## config.mk

```make
export PLATFORM = sky130hd
export DESIGN_NAME = mem_stage_seq
export DESIGN_NICKNAME = d
export VERILOG_FILES = /design/src/rtl/mem_stage_seq.sv
export SDC_FILE = /design/constraint.sdc
export NUM_CORES = 1
export LEC_CHECK = 0
export CORE_MARGIN = 1
export CORE_UTILIZATION = 38
export DETAILED_ROUTE_END_ITERATION = 10
export PLACE_DENSITY = 0.63
export SLEW_MARGIN = 20
export SYNTH_ARGS = -nofsm -noshare
export SYNTH_HDL_FRONTEND = slang
export SYNTH_SLANG_ARGS = --single-unit
```

## constraint.sdc

```tcl
create_clock -name CLK -period 3.8 [get_ports CLK]
set_clock_uncertainty 0.1 [all_clocks]
set_input_delay 0.76 -clock CLK [delete_from_list [all_inputs] [get_ports CLK]]
set_output_delay 0.76 -clock CLK [all_outputs]
set_load 0.01 [all_outputs]
```

## src/rtl/mem_stage_seq.sv

```systemverilog
`default_nettype none
// ============================================================================
// Module   : mem_stage_seq
// Brief    : Sequenced scalar/vector load-store engine between the EX/MEM and
//            MEM/WB pipe registers and a byte-wide data memory.
// Revision : 1.0 - initial release
// ============================================================================
module mem_stage_seq #(
    parameter int L = 8,
    parameter int V = 20,
    parameter int A = 32,
    parameter int S = 8
) (
    input  logic                    CLK,
    input  logic                    RST,
    input  logic                    start_i,
    input  logic                    op_vec_i,
    input  logic                    write_i,
    input  logic [A-1:0]            base_addr_i,
    input  logic [S-1:0]            stride_i,
    input  logic [$clog2(V+1)-1:0]  vlen_i,
    input  logic [V-1:0]            mask_i,
    input  logic [V*L-1:0]          wdata_v_i,
    input  logic [L-1:0]            wdata_s_i,
    output logic                    mem_en_o,
    output logic                    mem_we_o,
    output logic [A-1:0]            mem_addr_o,
    output logic [L-1:0]            mem_wdata_o,
    input  logic                    mem_gnt_i,
    input  logic [L-1:0]            mem_rdata_i,
    output logic                    busy_o,
    output logic                    done_o,
    output logic [V*L-1:0]          rdata_v_o,
    output logic [L-1:0]            rdata_s_o
);

    localparam int VW = $clog2(V + 1);
    localparam int KW = (V > 1) ? $clog2(V) : 1;

    typedef enum logic [1:0] {
        ST_IDLE  = 2'd0,
        ST_ISSUE = 2'd1,
        ST_DRAIN = 2'd2,
        ST_DONE  = 2'd3
    } state_t;

    state_t          r_state;
    logic            r_vec;
    logic            r_we;
    logic [A-1:0]    r_acc;
    logic [S-1:0]    r_stride;
    logic [VW-1:0]   r_vlen;
    logic [VW-1:0]   r_k;
    logic [V-1:0]    r_mask;
    logic [V*L-1:0]  r_wdata;
    logic            r_rd_pend;
    logic [KW-1:0]   r_rd_lane;
    logic [L-1:0]    r_rdata_s;

    logic [KW-1:0]   w_idx;
    logic            w_active;
    logic            w_adv;
    logic            w_last;
    logic            w_rd_gnt;
    logic            w_clr_v;
    logic            w_clr_s;
    logic [A-1:0]    w_stride_ext;
    logic [L-1:0]    w_wlane [V];

    assign w_idx        = r_k[KW-1:0];
    assign w_stride_ext = {{(A-S){r_stride[S-1]}}, r_stride};
    assign w_active     = (r_state == ST_ISSUE) && (r_vlen != '0) && r_mask[w_idx];
    assign w_adv        = (r_state == ST_ISSUE) && (!w_active || mem_gnt_i);
    assign w_last       = (r_k == r_vlen - VW'(1));
    assign w_rd_gnt     = w_active && mem_gnt_i && !r_we;
    assign w_clr_v      = (r_state == ST_IDLE) && start_i && op_vec_i && !write_i;
    assign w_clr_s      = (r_state == ST_IDLE) && start_i && !op_vec_i && !write_i;

    assign mem_en_o    = w_active;
    assign mem_we_o    = w_active && r_we;
    assign mem_addr_o  = w_active ? r_acc : '0;
    assign mem_wdata_o = w_active ? w_wlane[w_idx] : '0;
    assign busy_o      = (r_state == ST_ISSUE) || (r_state == ST_DRAIN);
    assign done_o      = (r_state == ST_DONE);
    assign rdata_s_o   = r_rdata_s;

    // Per-lane write-byte view and vector result register
    for (genvar g = 0; g < V; g++) begin : g_lane
        logic [L-1:0] r_rdata;

        assign w_wlane[g] = r_wdata[g*L +: L];

        always_ff @(posedge CLK or negedge RST) begin
            if (!RST) begin
                r_rdata <= '0;
            end else if (w_clr_v) begin
                r_rdata <= '0;
            end else if (r_rd_pend && r_vec && (r_rd_lane == KW'(g))) begin
                r_rdata <= mem_rdata_i;
            end
        end

        assign rdata_v_o[g*L +: L] = r_rdata;
    end

    // A scalar op is run as a one-lane vector op with lane 0 always enabled
    always_ff @(posedge CLK or negedge RST) begin
        if (!RST) begin
            r_state   <= ST_IDLE;
            r_vec     <= 1'b0;
            r_we      <= 1'b0;
            r_acc     <= '0;
            r_stride  <= '0;
            r_vlen    <= '0;
            r_k       <= '0;
            r_mask    <= '0;
            r_wdata   <= '0;
            r_rd_pend <= 1'b0;
            r_rd_lane <= '0;
            r_rdata_s <= '0;
        end else begin
            // Read data returns one cycle after the grant, overlapping the next issue
            r_rd_pend <= w_rd_gnt;
            r_rd_lane <= w_idx;
            if (r_rd_pend && !r_vec) begin
                r_rdata_s <= mem_rdata_i;
            end

            case (r_state)
                ST_IDLE: begin
                    if (start_i) begin
                        r_vec    <= op_vec_i;
                        r_we     <= write_i;
                        r_acc    <= base_addr_i;
                        r_stride <= stride_i;
                        r_k      <= '0;
                        if (op_vec_i) begin
                            r_vlen  <= (vlen_i > VW'(V)) ? VW'(V) : vlen_i;
                            r_mask  <= mask_i;
                            r_wdata <= wdata_v_i;
                        end else begin
                            r_vlen  <= VW'(1);
                            r_mask  <= V'(1);
                            r_wdata <= {{(V*L-L){1'b0}}, wdata_s_i};
                        end
                        if (w_clr_s) begin
                            r_rdata_s <= '0;
                        end
                        r_state <= ST_ISSUE;
                    end
                end
                ST_ISSUE: begin
                    if (r_vlen == '0) begin
                        r_state <= ST_DONE;
                    end else if (w_adv) begin
                        r_k   <= r_k + VW'(1);
                        r_acc <= r_acc + w_stride_ext;
                        if (w_last) begin
                            r_state <= r_we ? ST_DONE : ST_DRAIN;
                        end
                    end
                end
                ST_DRAIN: r_state <= ST_DONE;
                ST_DONE:  r_state <= ST_IDLE;
                default:  r_state <= ST_IDLE;
            endcase
        end
    end

endmodule
`default_nettype wire

```

# Yosys cells after proc, flatten, opt, wreduce, memory -nomap -nowiden
# Index checks and enable logic that the tools add are counted.
# classes
n_eq_ne	28
order_cmp	3
muxes	69
n_reduce_logical	68
add_sub_neg	3
n_bitwise	1
# ops
op	n
two-way mux 8 bit	47
two-way mux 160 bit	1
two-way mux 32 bit	4
one-hot mux 32 bit (2 select lines)	1
nonzero test 2 bit	21
binary-select mux 8 bit (select 5 bit)	1
equality test 5 x 4 -> 1 bit, second input constant	8
logical AND 1 bit	33
adder 32 bit	1
two-way mux 5 bit	5
equality test 5 x 3 -> 1 bit, second input constant	4
equality test 5 bit, second input constant	4
two-way mux 20 bit	1
equality test 5 x 2 -> 1 bit, second input constant	2
zero test 5 bit	2
one-hot mux 5 bit (2 select lines)	1
two-way mux 2 bit	4
one-hot mux 2 bit (4 select lines)	1
greater-or-equal comparator 6 bit, second input constant	1
less-than comparator 5 x 6 -> 1 bit, second input constant	1
inequality test 2 bit, second input constant	3
inequality test 3 x 2 -> 1 bit, second input constant	2
inverter 5 -> 6 bit	1
adder 5 x 1 -> 5 bit, second input constant	1
other kinds (15)	22
# word_totals
ff_bits	408
input_bits	247

# Longest topological paths before layout
# depth
word_depth	9
depth_mapped	11
depth_no_buf	11

# Worst setup path before layout
# Ideal clock, no wire load.
# synth_timing
kind	reg2out
startpoint	reg r_k[0]
endpoint	out mem_wdata_o[0]
path_stages_with_launch	7
path_slack_ps	579
arrival_ps	2361
required_ps	2940
cell_sequence	dfrtp_1 -> buf_6 -> buf_1 -> mux4_2 -> mux4_2 -> nand2_1 -> a21boi_0
# synth_between
elab_chain_cells	5
elab_cells_between_ends	8
# synth_lines
item	line	source
from (decl)	53	logic [VW-1:0] r_k;
from (signal assigned)	156	r_k <= r_k + VW'(1);
inverter 5 -> 6 bit (not written as such)	82	assign mem_wdata_o = w_active ? w_wlane[w_idx] : '0;
binary-select mux 8 bit (select 5 bit)	82	
two-way mux 8 bit (not written as such) (2 in a row)	82	
two-way mux 8 bit (*)	82	
to (decl)	28	output logic [L-1:0] mem_wdata_o,
# Mark *: on every way between the ends. The rest lies on a longest branch, timed or not. The select of a mux whose other input is x is not followed.

# Final worst setup path
# layout_timing
startpoint	reg r_k[0]
endpoint	out mem_addr_o[26]
# layout_between
elab_chain_cells	4
# layout_lines
item	line	source
binary-select mux 1 bit (select 5 bit)	72	assign w_active = (r_state == ST_ISSUE) && (r_vlen != '0) && r_mask[w_idx];
two-way mux 1 bit (not written as such)	72	
logical AND 1 bit	72	
two-way mux 32 bit	81	assign mem_addr_o = w_active ? r_acc : '0;
to (decl)	27	output logic [A-1:0] mem_addr_o,
# No other way between the ends. The select of a mux whose other input is x is not followed.

==> qor.yml <==
die_h_um: 230
avgSynthCellArea_um2: 9.94
cellLeakagePower_uw: 0.0131
crit_type: "reg2out"
slowest_delay_ns: 0.54
setup_viol_count_final: 0
status: "complete, no violations"
seqCellArea_um2: 10200
hold_viol: 0
final_cell_mix: "nand2_1, clkdlybuf4s50_1, dfrtp_1"
clkPwrFrac_pct: 22.5
drt_iter0_markers: 1352
dr.pass1.iters: 5
antenna_found_initial: 4
multi_input_area_um2: 9060
grt_pass1_vias: 16900
core_area_um2: 51400
avgViaCountPerCell: 5.28
portBuffers: 458
synth_edf_count: 0
clock_latency_ns: 0.58
n_fill_cell: 4636
crit_chain: "mux4_2 > mux4_2 > nand2_2 > a21oi_4 > buf_12 > and2_1 > buf_2"
rows: 83
path_common_cell: "mux4_2"
hpwl_um: 46100
critPathTopFamily: "multiplexers"
area_growth_pct: 36.1
nets: 2703
maxCapViolCount: 0
cp_slowest_cell: "dfrtp_4"
synth_top_flop_cell: "dfrtp_1"
drc: 0
seqPwrFrac_pct: 33.7
wl_per_cell_um: 20.6
ant_nets: 0
synth.top_cell.area_share_pct: 51.6
mostFrequentLayoutCell: "nand2_1"
path_max_fanout: 35
critPathBufInv: 2
die_width_um: 230
htree_levels: 2
yosys_warnings: 0
grt_overflow: 0
cts_tree: "built"
tightest_slew_ns: 1.05
worstPathRequired_ns: 2.94
p_int_uw: 13500
place_congestion: 0.863
grt_pass1_wl_um: 101000
grt_max_degree: 203
rsz0062_at_grt: "yes"
arrival_ns: 2.88
grtUsageTotal_pct: 24.5
p_sw_share_pct: 37.4
syn_nets: 2273
cts-root-buf: "clkbuf_16"
p_switching_uw: 8060
worstSetupEndpointType: "output pin"
synth_area_um2: 19800
ys_seq_area_share_pct: 51.6
diodes: 0
initial_core_util_pct: 38.5
setup-tns-final_ns: 0
synth_cells: 1989
drt-total-wl_um: 64400
relSlewSlack_pct: 29.8
fmax_mhz: 267
hold_path_class: "in2async"
yosysTopAreaCell: "dfrtp_1"
clk_pin_slew_worst_paths_ns: 0.06
num_vias: 16600
final_layout_size_suffix_gt1_share_pct: 10.4
ys_types: 57
maxSlewViolCount: 0
worstSetupStartpointType: "register"
cts_buffers: 46
whs_ns: 0.133
ir_worst_vdd_mv: 0.427
fin_crit_sh_pct: 98.5
powerDensity_nw_per_um2: 802
cts_buffer_depth: 3
clock_sinks: 408
ys_ff_latch: 408
finalCriticalPeriod_ns: 3.74
comb_power_share_pct: 43.8
num_io_pins: 459
die-area_um2: 52900
yosys-top-cells-area: "dfrtp_1, mux2i_1, nand2_1, mux4_2, nand3_1"
ys_async_sr_fraction_pct: 100
## path summary, 6_finish.rpt
| kind | start | endpoint | slack, ns | depth (start not counted) |
|---|---|---|---|---|
| worst max-delay path | r_k[0]$_DFFE_PN0P_ | mem_addr_o[26] | 0.06 | 7 |
| worst min-delay path | RST | g_lane[6].r_rdata[7]$_DFFE_PN0P_ | 0.13 | 1 |
| worst max register to register | r_k[0]$_DFFE_PN0P_ | r_acc[31]$_DFFE_PN0P_ | 0.38 | 11 |
| worst min register to register | r_k[4]$_DFFE_PN0P_ | r_rd_lane[4]$_DFF_PN0_ | 0.28 | 0 |
| max in group asynchronous | RST | g_lane[17].r_rdata[2]$_DFFE_PN0P_ | 2.45 | 2 |
| min in group CLK | r_k[4]$_DFFE_PN0P_ | r_rd_lane[4]$_DFF_PN0_ | 0.28 | 0 |
## per-layer routing
layer | track usage [%] | vias up | share of wire (%)
met2 | 40.8 | 628 | 48
met1 | 32.5 | 8148 | 43
met5 | 0 | - | 0.078
met3 | 3.82 | 135 | 5.7
met4 | 8.44 | 8 | 3.3
li1 | - | 7636 | -
## power by group through the flow
stage	clock [uW]	combinational, uW	sequential (uW)
floorplan	0	5880	6970
finish	4860	9440	7270
global placement	0	9180	7280
detailed placement	0	9420	7310
CTS	4960	9500	7260
global route	5140	10400	7440
## flip-flops by register name, summed over array words and instances, names as in the netlist
| register | cells |
|---|---|
| r_rd_lane | 5 |
| r_stride | 8 |
| r_mask | 20 |
| r_vlen | 5 |
| r_state | 2 |
| r_wdata | 160 |
| r_rd_pend | 1 |
| r_we | 1 |
| rdata_s_o | 8 |
| r_acc | 32 |
| g_lane.r_rdata | 160 |
| r_k | 5 |
| r_vec | 1 |
## cells in the mapped netlist (3+ instances only)
master,count
nand2_1,456
dfrtp_1,408
nor2_1,209
nand3_1,195
mux2i_1,190
clkbuf_1,116
a21oi_1,70
mux4_2,54
ha_1,36
and2_1,34
o21ai_0,30
a21o_1,24
xnor2_1,22
xor2_1,15
inv_1,13
buf_1,9
nor3_1,9
nand2b_1,8
a21boi_0,7
a31oi_1,7
buf_2,7
and3_1,6
a211oi_1,5
nand4_1,4
nor2b_1,4
o211ai_1,4
nand3b_1,3
nor3b_1,3
nor4_1,3
or3_1,3
## per-stage QoR
step	util (%)	cell area, um2	instances	worst slack [ns]	power, uW
floorplan	-	19800	1989	0.579	12800
global placement	49.1	25200	3042	0.0728	16500
detailed placement	49.1	25200	3042	0.0976	16700
CTS	52.4	26900	3134	-0.109	21700
global route	52.3	26900	3134	-0.0496	23000
finish	52.3	26900	3134	0.0557	21600
## area by class of cell
class / instances / area share [%]
clock buffers: 62 / 4.69
clock inverters: 21 / 1.46
inverters: 13 / 0.181
multi-input cells: 1433 / 33.7
flip-flops and latches: 408 / 38.0
well taps: 680 / 3.16
repair buffers: 517 / 18.8
## cell families (layout without fill, tap and decap cells)
family	Yosys count	after routing	synth area share (%)
XOR/XNOR	37	37	1.64
adder cells (fa/ha/maj)	37	37	2.38
AO/OA/AOI/OAI	168	168	5.19
flip-flops	408	408	51.6
buffers and inverters	148	613	2.95
AND/OR/NAND/NOR	945	945	20.3
multiplexers	246	246	15.9
## worst register-to-register path, cell delays in order, from the launching register on
cell      delay, ns
dfrtp_4        0.54
mux4_2         0.53
mux4_2         0.52
nand2_2        0.11
a21oi_4        0.11
buf_12         0.19
a22o_1         0.26
a21oi_4        0.27
buf_12         0.29
and4b_1        0.22
o21ai_0        0.09
nand3b_1       0.12
## what timing repair did
action | CTS | global route
endpoints found under the setup margin | 42 | 41
gates cloned | 2 | 0
setup buffers | 7 | 3
resized for setup | 182 | 11
hold endpoints to repair | 0 | 0
hold buffers | 0 | 0
pin swaps | 3 | 3
No activity file was read; power rests on OpenSTA's default activity.
